==> src/rtl/imsic_csr_req.sv <==
// Hart-side initiator for the IMSIC interrupt-file CSR channel: one indirect
// access at a time, plus topei claim via a clear-bit write to the matching eip.
module imsic_csr_req #(
    parameter int XLEN           = 64,
    parameter int NR_INTP_FILES  = 7,
    parameter int TIMEOUT_CYCLES = 16
) (
    input  logic            clk,
    input  logic            rst,
    input  logic            i_req_vld,
    output logic            o_req_rdy,
    input  logic [11:0]     i_req_addr,
    input  logic [XLEN-1:0] i_req_wdata,
    input  logic [1:0]      i_req_op,
    input  logic            i_req_claim,
    input  logic            i_req_v,
    input  logic [5:0]      i_req_vgein,
    input  logic [31:0]     i_xtopei,
    output logic [11:0]     o_csr_addr,
    output logic            o_csr_rd,
    output logic            o_csr_wdata_vld,
    output logic [XLEN-1:0] o_csr_wdata,
    output logic [1:0]      o_csr_wdata_op,
    output logic            o_csr_v,
    output logic [5:0]      o_csr_vgein,
    input  logic            i_csr_rdata_vld,
    input  logic [XLEN-1:0] i_csr_rdata,
    input  logic            i_csr_illegal,
    output logic            o_rsp_vld,
    output logic [XLEN-1:0] o_rsp_rdata,
    output logic            o_rsp_illegal,
    output logic            o_rsp_timeout
);

    localparam int              SHW       = $clog2(XLEN);
    localparam int              CW        = $clog2(TIMEOUT_CYCLES + 1);
    localparam logic [5:0]      VGEIN_MAX = 6'(NR_INTP_FILES - 3);
    localparam logic [CW-1:0]   CNT_LAST  = CW'(TIMEOUT_CYCLES - 1);

    typedef enum logic [1:0] {
        IDLE  = 2'b00,
        ISSUE = 2'b01,
        WAIT  = 2'b10,
        RESP  = 2'b11
    } state_t;

    state_t            state_r;
    state_t            state_nxt_s;
    logic [CW-1:0]     cnt_r;
    logic              claim_r;
    logic [31:0]       xtopei_r;
    logic              wvld_r;
    logic [11:0]       csr_addr_r;
    logic [XLEN-1:0]   csr_wdata_r;
    logic [1:0]        csr_op_r;
    logic              csr_v_r;
    logic [5:0]        csr_vgein_r;
    logic [XLEN-1:0]   rsp_rdata_r;
    logic              rsp_illegal_r;
    logic              rsp_timeout_r;

    logic              accept_s;
    logic              local_bad_s;
    logic              claim_zero_s;
    logic              no_access_s;
    logic              cnt_done_s;
    logic [10:0]       claim_id_s;
    logic [10:0]       claim_idx_s;
    logic [11:0]       claim_addr_s;
    logic [XLEN-1:0]   claim_bit_s;

    assign accept_s     = i_req_vld & (state_r == IDLE);
    assign local_bad_s  = i_req_v & (i_req_vgein > VGEIN_MAX);
    assign claim_id_s   = i_xtopei[26:16];
    assign claim_zero_s = i_req_claim & (claim_id_s == 11'd0);
    assign no_access_s  = local_bad_s | claim_zero_s;
    assign cnt_done_s   = (cnt_r == CNT_LAST);

    // eip registers are XLEN wide; on RV64 only the even-numbered ones exist.
    assign claim_idx_s  = claim_id_s >> SHW;
    assign claim_addr_s = (XLEN == 64) ? (12'h080 + {claim_idx_s, 1'b0})
                                       : (12'h080 + {1'b0, claim_idx_s});
    assign claim_bit_s  = {{(XLEN-1){1'b0}}, 1'b1} << claim_id_s[SHW-1:0];

    // Strobe, qualifier, ready and response pulse are decoded from state.
    assign o_req_rdy       = (state_r == IDLE);
    assign o_csr_rd        = (state_r == ISSUE);
    assign o_csr_wdata_vld = (state_r == ISSUE) & wvld_r;
    assign o_rsp_vld       = (state_r == RESP);
    assign o_csr_addr      = csr_addr_r;
    assign o_csr_wdata     = csr_wdata_r;
    assign o_csr_wdata_op  = csr_op_r;
    assign o_csr_v         = csr_v_r;
    assign o_csr_vgein     = csr_vgein_r;
    assign o_rsp_rdata     = rsp_rdata_r;
    assign o_rsp_illegal   = rsp_illegal_r;
    assign o_rsp_timeout   = rsp_timeout_r;

    // State register.
    always_ff @(posedge clk) begin
        if (rst) begin
            state_r <= IDLE;
        end else begin
            state_r <= state_nxt_s;
        end
    end

    // Next-state decode.
    always_comb begin
        state_nxt_s = state_r;
        case (state_r)
            IDLE: begin
                if (accept_s) begin
                    if (no_access_s) begin
                        state_nxt_s = RESP;
                    end else begin
                        state_nxt_s = ISSUE;
                    end
                end else begin
                    state_nxt_s = IDLE;
                end
            end
            ISSUE: state_nxt_s = WAIT;
            WAIT: begin
                if (i_csr_rdata_vld || cnt_done_s) begin
                    state_nxt_s = RESP;
                end else begin
                    state_nxt_s = WAIT;
                end
            end
            RESP:    state_nxt_s = IDLE;
            default: state_nxt_s = IDLE;
        endcase
    end

    // WAIT-cycle counter; held at zero outside WAIT so it restarts on entry.
    always_ff @(posedge clk) begin
        if (rst) begin
            cnt_r <= '0;
        end else if (state_r != WAIT) begin
            cnt_r <= '0;
        end else begin
            cnt_r <= cnt_r + CW'(1'b1);
        end
    end

    // Request latch, channel drive values and response capture.
    always_ff @(posedge clk) begin
        if (rst) begin
            claim_r       <= 1'b0;
            xtopei_r      <= 32'd0;
            wvld_r        <= 1'b0;
            csr_addr_r    <= 12'd0;
            csr_wdata_r   <= '0;
            csr_op_r      <= 2'b00;
            csr_v_r       <= 1'b0;
            csr_vgein_r   <= 6'd0;
            rsp_rdata_r   <= '0;
            rsp_illegal_r <= 1'b0;
            rsp_timeout_r <= 1'b0;
        end else if (accept_s) begin
            claim_r  <= i_req_claim;
            xtopei_r <= i_xtopei;
            if (no_access_s) begin
                rsp_rdata_r   <= '0;
                rsp_illegal_r <= local_bad_s;
                rsp_timeout_r <= 1'b0;
            end else begin
                csr_v_r     <= i_req_v;
                csr_vgein_r <= i_req_vgein;
                if (i_req_claim) begin
                    csr_addr_r  <= claim_addr_s;
                    csr_wdata_r <= claim_bit_s;
                    csr_op_r    <= 2'b11;
                    wvld_r      <= 1'b1;
                end else begin
                    csr_addr_r  <= i_req_addr;
                    csr_wdata_r <= i_req_wdata;
                    csr_op_r    <= i_req_op;
                    wvld_r      <= (i_req_op != 2'b00);
                end
            end
        end else if (state_r == WAIT) begin
            if (i_csr_rdata_vld) begin
                rsp_rdata_r   <= claim_r ? XLEN'(xtopei_r) : i_csr_rdata;
                rsp_illegal_r <= i_csr_illegal;
                rsp_timeout_r <= 1'b0;
            end else if (cnt_done_s) begin
                rsp_rdata_r   <= '0;
                rsp_illegal_r <= 1'b1;
                rsp_timeout_r <= 1'b1;
            end
        end
    end

endmodule

==> config.mk <==
export PLATFORM = sky130hd
export DESIGN_NAME = imsic_csr_req
export DESIGN_NICKNAME = d
export VERILOG_FILES = /design/src/rtl/imsic_csr_req.sv
export SDC_FILE = /design/constraint.sdc
export NUM_CORES = 1
export LEC_CHECK = 0
export CORE_UTILIZATION = 27
export CTS_BUF_LIST = sky130_fd_sc_hd__clkbuf_8
export DETAILED_ROUTE_END_ITERATION = 8
export GPL_TIMING_DRIVEN = 0
export PLACE_DENSITY = 0.54
export REMOVE_ABC_BUFFERS = 1
export SKIP_LAST_GASP = 1
export SLEW_MARGIN = 30
export SYNTH_ARGS = -nofsm -noshare
export SYNTH_HDL_FRONTEND = slang
export SYNTH_SLANG_ARGS = --single-unit
==> constraint.sdc <==
create_clock -name clk -period 2.1 [get_ports clk]
set_input_delay 0.42 -clock clk [delete_from_list [all_inputs] [get_ports clk]]
set_output_delay 0.42 -clock clk [all_outputs]
set_load 0.01 [all_outputs]
==> results.py <==
metrics = {
    "timing": {
        "post-route-period-util": 0.976,
        "slew_headroom": 0.352,
        "finalSetupTns_ns": 0,
        "slew_violations": 0,
        "min_period_ns": 2.05,
        "max_clock_freq_ghz": 0.488,
        "tightest_slew_ns": 0.969,
        "rsz0062_at_grt": "true",
        "hold_viol": 0,
        "setup_viol": 0,
        "setup_ws_ns": 0.0510,
        "fin_worst_skew_ns": 0.0179,
    },
    "drt": {
        "routed-via-count": 8695,
        "highest-signal-layer": "met4",
        "wire_per_inst_um": 20.4,
        "dr.pass1.iters": 6,
        "ant_nets": 0,
        "drt-met1-wl_um": 15100,
        "wl_met2_um": 16400,
        "drcViolationCount": 0,
        "viasPerCell": 5.10,
        "dr_wl_met3_um": 2690,
        "initialDrtViolationCount": 396,
        "routed_wl_um": 34700,
    },
    "finish": {
        "area.growth.synth_to_final_pct": 56.6,
        "drive_above_1_share": 0.130,
        "final_area_sq_um": 13500,
        "final_cell_mix": "325 x clkdlybuf4s50_1, 199 x nand2_1, 188 x dfxtp_1, 69 x a211oi_1, 69 x mux2i_1",
        "fin_cells": 1704,
        "layout_commonest_cell": "clkdlybuf4s50_1",
        "final_nets": 1488,
    },
    "clock_tree": {
        "cts_sinks": 192,
        "clk_path_buf_depth": 2,
        "cts_tree": "built",
        "cts_buffers": 17,
        "clk_pin_slew_worst_paths_ns": 0.11,
        "worstSkewPairLatency_ns": 0.49,
        "ctsRootBufferMaster": "clkbuf_8",
        "h-tree-depth": 4,
    },
    "die": {
        "die_w_um": 180,
        "io_pins": 342,
        "initial_core_util": 0.278,
        "die_area_sq_um": 32500,
        "core_sq_um": 30900,
        "row_count": 64,
        "die_h_um": 180,
    },
    "yosys": {
        "avgSynthCellArea_sq_um": 8.81,
        "synth_ff_type": "dfxtp_1",
        "ys_seq_area_frac": 0.447,
        "synth_seq_cells": 192,
        "syn_area_sq_um": 8590,
        "synth.distinct_cells": 46,
        "ys_warn_count": 0,
        "synth_edf_count": 0,
        "async_reset_ff_frac": 0,
        "syn_inst": 975,
    },
    "global_route": {
        "grt_pass1_vias": 8730,
        "grt_max_degree": 71,
        "grt_pass1_wl_um": 52600,
        "track_usage": 0.208,
        "grt_overflow": 0,
        "antenna_found_initial": 1,
    },
    "critical_path": {
        "cp-startpoint": "i_xtopei[16]",
        "reg2reg_slack_ns": 0.09,
        "cp-start-kind": "primary input",
        "cp-end-kind": "register",
        "r2r_end": "o_rsp_rdata[1]$_SDFFE_PP0P_",
        "r2r_cells": 9,
        "path_class": "primary input to register",
        "crit_arrival_ns": 2.42,
        "crit_fanout": 22,
        "worstPathRequired_ns": 2.48,
        "timing.rr.start": "state_r[1]$_SDFF_PP0_",
        "endpoint": "o_rsp_rdata[1]$_SDFFE_PP0P_",
    },
    "power_and_ir_drop": {
        "ir_drop_mv": 0.397,
        "clock_power_share": 0.290,
        "power_frac_seq": 0.458,
        "power_switching_mw": 2.65,
        "swShare": 0.301,
        "power_frac_comb": 0.252,
        "p_leak_nw": 4.97,
        "p_int_mw": 6.14,
        "powerDensity_nw_per_um2": 653,
    },
    "hold_path": {
        "min_path_type": "primary input to register",
    },
    "place": {
        "dpl_cell_area_sq_um": 12500,
        "port_buffers": 341,
        "gp_congestion": 0.774,
        "placed_cells": 1636,
        "hpwl_um": 22700,
        "pre_cts_ws_ns": -2.76,
    },
    "status": {
        "status": "finished, final reports clean",
    },
    "job": {
        "cap_violations": 0,
    },
}
[layer usage]
metal	up-vias	track usage
li1	4173	-
met4	0	0.0564
met1	4197	0.255
met5	-	0
met3	32	0.0728
met2	293	0.344
[worst min path at each step]
stage,cells after the start,endpoint,from
6_report,3,xtopei_r[18]$_SDFFE_PP0N_,i_xtopei[18]
5_1_grt,3,xtopei_r[19]$_SDFFE_PP0N_,i_xtopei[19]
4_1_cts,3,xtopei_r[18]$_SDFFE_PP0N_,i_xtopei[18]
3_5_place_dp,1,cnt_r[0]$_SDFF_PP0_,cnt_r[0]$_SDFF_PP0_
3_3_place_gp,1,cnt_r[0]$_SDFF_PP0_,cnt_r[0]$_SDFF_PP0_
2_1_floorplan,1,cnt_r[0]$_SDFF_PP0_,cnt_r[0]$_SDFF_PP0_
[power groups by stage]
stage                     clock network (mW)  registers, mW  logic, mW
final                                   2.55           4.02       2.21
after global routing                    2.81           4.05       2.37
after CTS                               2.66           4.02       2.17
after detailed placement                   0           4.10       2.03
after global placement                     0           4.09       1.97
after floorplan                            0           4.15      0.789
[stage by stage]
| step | hold slack (ns) | utilization | total power [mW] |
|---|---|---|---|
| 2_1_floorplan | 0.418 | - | 4.94 |
| 3_3_place_gp | 0.438 | 0.389 | 6.06 |
| 3_5_place_dp | 0.442 | 0.406 | 6.13 |
| 4_1_cts | 0.193 | 0.430 | 8.85 |
| 5_1_grt | 0.201 | 0.435 | 9.23 |
| 6_report | 0.236 | 0.435 | 8.78 |
[timing repair]
item,4_1_cts,5_1_grt
setup endpoints to repair,156,125
hold buffers,0,0
pin swaps,11,4
buffers inserted,22,11
resized for setup,78,15
hold endpoints to repair,0,0
gates cloned,4,3
[cell families after synthesis]
family | share of synthesized area
multiplexers | 0.124
XOR/XNOR | 0.00204
AO/OA/AOI/OAI | 0.214
AND/OR/NAND/NOR | 0.146
adder cells (fa/ha/maj) | 0.0102
flip-flops | 0.447
buffers and inverters | 0.0571
[sequential cells by signal (all words and copies together), names as in the netlist]
register	count
state_r	2
cnt_r	5
o_csr_wdata_op	2
o_rsp_timeout	1
o_csr_v	1
o_csr_addr	12
o_rsp_rdata	64
o_rsp_illegal	1
wvld_r	1
o_csr_wdata	64
xtopei_r	32
o_csr_vgein	6
claim_r	1
[Yosys cell counts, types with 2 or more instances]
library cell  count  area share
nand2_1         200       0.087
dfxtp_1         192        0.45
clkbuf_1         72       0.031
mux2i_1          70       0.082
a211oi_1         69       0.060
a31oi_1          69       0.050
a21oi_1          68       0.040
a22oi_1          44       0.038
mux2_2           32       0.042
nor2_1           31       0.014
buf_2            19       0.011
nand4_1          15       0.011
o31ai_1          13       0.011
buf_1             9      0.0039
ha_1              7       0.010
buf_6             6      0.0079
nor4b_1           5      0.0051
and3_1            4      0.0029
inv_1             4      0.0017
nand3_1           4      0.0023
nand4b_1          4      0.0041
nor4bb_1          4      0.0047
nor3_1            3      0.0017
o221a_2           3      0.0039
and2_1            2      0.0015
nand2b_1          2      0.0015
nand3b_1          2      0.0017
o211ai_1          2      0.0017
o21a_1            2      0.0017
o21ai_0           2      0.0012
[layout make-up]
cell class / count / area (sq um)
repair buffers: 406 / 4280
clock buffers: 17 / 234
inverters: 5 / 26.3
well taps: 396 / 495
fillers: 3037 / 17500
multi-input cells: 672 / 4400
diodes: 1 / 2.50
flip-flops and latches: 192 / 3850
clock inverters: 15 / 160
[critical path, cell delays in order]
cell	delay, ns
buf_8	0.14
nor4_4	0.37
nand4_1	0.16
buf_4	0.17
buf_6	0.11
buf_8	0.16
buf_12	0.16
o211a_4	0.25
buf_12	0.16
clkbuf_16	0.18
mux2i_1	0.12
Power figures use the tool's default switching activity.
==> RTL edit (same settings) <==
Encoding of `state_t`: now one-hot (4 bits for 4 states).
--- a/src/rtl/imsic_csr_req.sv
+++ b/src/rtl/imsic_csr_req.sv
@@ -39,7 +39,7 @@
 
-    typedef enum logic [1:0] {
-        IDLE  = 2'b00,
-        ISSUE = 2'b01,
-        WAIT  = 2'b10,
-        RESP  = 2'b11
+    typedef enum logic [3:0] {
+        IDLE  = 4'b0001,
+        ISSUE = 4'b0010,
+        WAIT  = 4'b0100,
+        RESP  = 4'b1000
     } state_t;
Check against the original RTL: same outputs for any inputs over 4 cycles, from zero or initial values and one cycle with rst high; so few cycles prove little.
==> RTL edit against the original RTL <==
The flow now finishes with violations (setup timing). Synthesized cell count grew 12%. Die area grew 4.6%. Routed wire length rose by 23%. Design area rose by 16%. Total power grew 14%. Synthesized area rose by 4.6%. Setup slack worse by 0.24 ns. Critical path type is now register to register. Sequential cell count is 2 higher.
==> RTL edit: results (changes against the original RTL) <==
| Metric | Value |
|---|---|
| CP Data Arrival Time | `2.71 ns (was 2.42 ns)` |
| Comb group | `3.48 mW (was 2.21 mW)` |
| Int Power | `6.73 mW (was 6.14 mW)` |
| Failing checks | `setup timing` |
| Slew HR | `0.403 (was 0.352)` |
| Drt total wl | `42.6 mm (was 34.7 mm)` |
| Fin nets | `1644 (was 1488)` |
| Root buf cell | `clkbuf_8 (unchanged)` |
| Async SR Flop Fraction | `0 (unchanged)` |
| Vias in the first global route | `9654 (was 8730)` |
| Cell variety after synth | `45 (was 46)` |
| Status | `complete, but fails checks (was finished clean)` |
| Initial antenna violation count | `2 (was 1)` |
| Initial drt markers | `445 (was 396)` |
| Family with the most delay on the worst path | `simple AND/OR/NAND/NOR gates (was buffers and inverters)` |
| Hpwl dp | `23.8 mm (was 22.7 mm)` |
| Layout cells sized above 1 | `0.219 (was 0.130)` |
| Placed cell areas | `0.0129 mm² (was 0.0125 mm²)` |
| Clock-pin slew on the worst setup and hold paths | `about 0.1 ns` |
| Met2 usage | `0.383 (was 0.344)` |
| Peak VDD IR | `354 µV (was 397 µV)` |
| Fin Clk Skew | `0.0213 ns (was 0.0179 ns)` |
| Wire per inst | `22.3 µm (was 20.4 µm)` |
| Final Setup Violations | `133 (was 0)` |
| CP max-delay cell | `or4b_4 (was nor4_4)` |
| I/O Buffers | `341 (unchanged)` |
| Clk Latency, worst-skew pair | `0.51 ns (was 0.49 ns)` |
| Synth cell count leaders | `194 x dfxtp_1, 158 x nor2_1, 140 x a211oi_1, 96 x clkbuf_1, 77 x nand2_1 (was 200 x nand2_1, 192 x dfxtp_1, 72 x clkbuf_1, 70 x mux2i_1)` |
| Leakage power | `5.28 nW (was 4.97 nW)` |
| Critical Path Max Stage Delay | `0.55 ns (was 0.37 ns)` |
| First-pass GRT wire length | `59.8 mm (was 52.6 mm)` |
| FF-to-FF path depth | `9 (unchanged)` |
| Final Wtd Congestion | `0.785 (was 0.774)` |
| Global-route met1 utilization | `0.278 (was 0.255)` |
| Sequential power share | `0.410 (was 0.458)` |
| Synth area leaders | `dfxtp_1 43%, a211oi_1 12%, nor2_1 6.6%, a31oi_1 5.0%, mux2i_1 4.8% (was dfxtp_1 45%, nand2_1 8.7%, mux2i_1 8.2%, a211oi_1 6.0%, a31oi_1 5.0%)` |
| M3 GR Usage | `0.0792 (was 0.0728)` |
| Share of the yosys chip area belonging to registers | `0.432 (was 0.447)` |
| Overall routing resource usage | `0.234 (was 0.208)` |
| Gate Count Post-Synth | `1094 (was 975)` |
| Pin count of the biggest net entering global routing | `97 (was 71)` |
| DR pass1 iterations | `5 (was 6)` |
| H-Tree Depth | `4 (unchanged)` |
| Num CTS Buffers | `17 (unchanged)` |
| Setup WS pre-CTS | `-1.95 ns (was -2.76 ns)` |
| Placed insts | `1782 (was 1636)` |
| Final WS setup | `-0.192 ns (was 0.0510 ns)` |
| Max FO, Critical Path | `6 (was 22)` |
| Clock tree buffer depth | `2 (unchanged)` |
| Setup TNS | `-13.27 ns (was 0 ns)` |
| Seq power | `4.08 mW (was 4.02 mW)` |
| Vias | `10100 (was 8695)` |
## RTL edit: changes by cell type after synthesis, sizes merged, moves of 6 or more
cell,unedited run,this run
nor2,31,158
a21oi,68,62
nor3,4,42
nand4,15,8
clkbuf,73,96
mux2i,70,43
a211oi,69,140
o31ai,13,7
inv,5,37
mux2,32,0
nor4,1,34
nand2,200,77
## RTL edit: layout make-up
cell class	count	area, µm²
Antenna cell	3	7.51
Clock buffer	19	262
Clock inverter	13	95.1
Fill cell	3103	17100
Inverter	37	148
Multi-Input combinational cell	743	5350
Sequential cell	194	3900
Tap cell	442	553
Timing Repair Buffer	462	5250
## RTL edit: repair_timing
action                     CTS  global route
setup endpoints to repair  164           168
cloned                      22            11
hold buffers                 0             0
pin swaps                   32            53
resized for setup          114           169
setup buffers               51            27
## RTL edit: kinds of logic after synthesis
logic type | Yosys count | share of synthesized area
AO/OA/AOI/OAI | 332 | 0.252
flip-flops | 194 | 0.432
adder cells (fa/ha/maj) | 2 | 0.00278
AND/OR/NAND/NOR | 359 | 0.187
buffers and inverters | 162 | 0.0759
multiplexers | 43 | 0.0479
XOR/XNOR | 2 | 0.00195
## RTL edit: metal layers
metal	part of all wire	vias up
li1	-	4753
met1	0.41	4925
met2	0.48	410
met3	0.089	56
met4	0.024	0
met5	0	-
## RTL edit: worst paths after layout
kind / startpoint / endpoint / slack (ns)
max reg2reg: state_r[3] / o_rsp_rdata[46] / -0.19
max: state_r[3] / o_rsp_rdata[46] / -0.19
min: i_xtopei[16] / xtopei_r[16] / 0.31
min reg2reg: xtopei_r[28] / xtopei_r[28] / 0.46
## RTL edit: tightest hold or removal path, cell delays in order
cell and delay, ns:
buf_4 0.20, nand2_1 0.08, a21oi_1 0.05
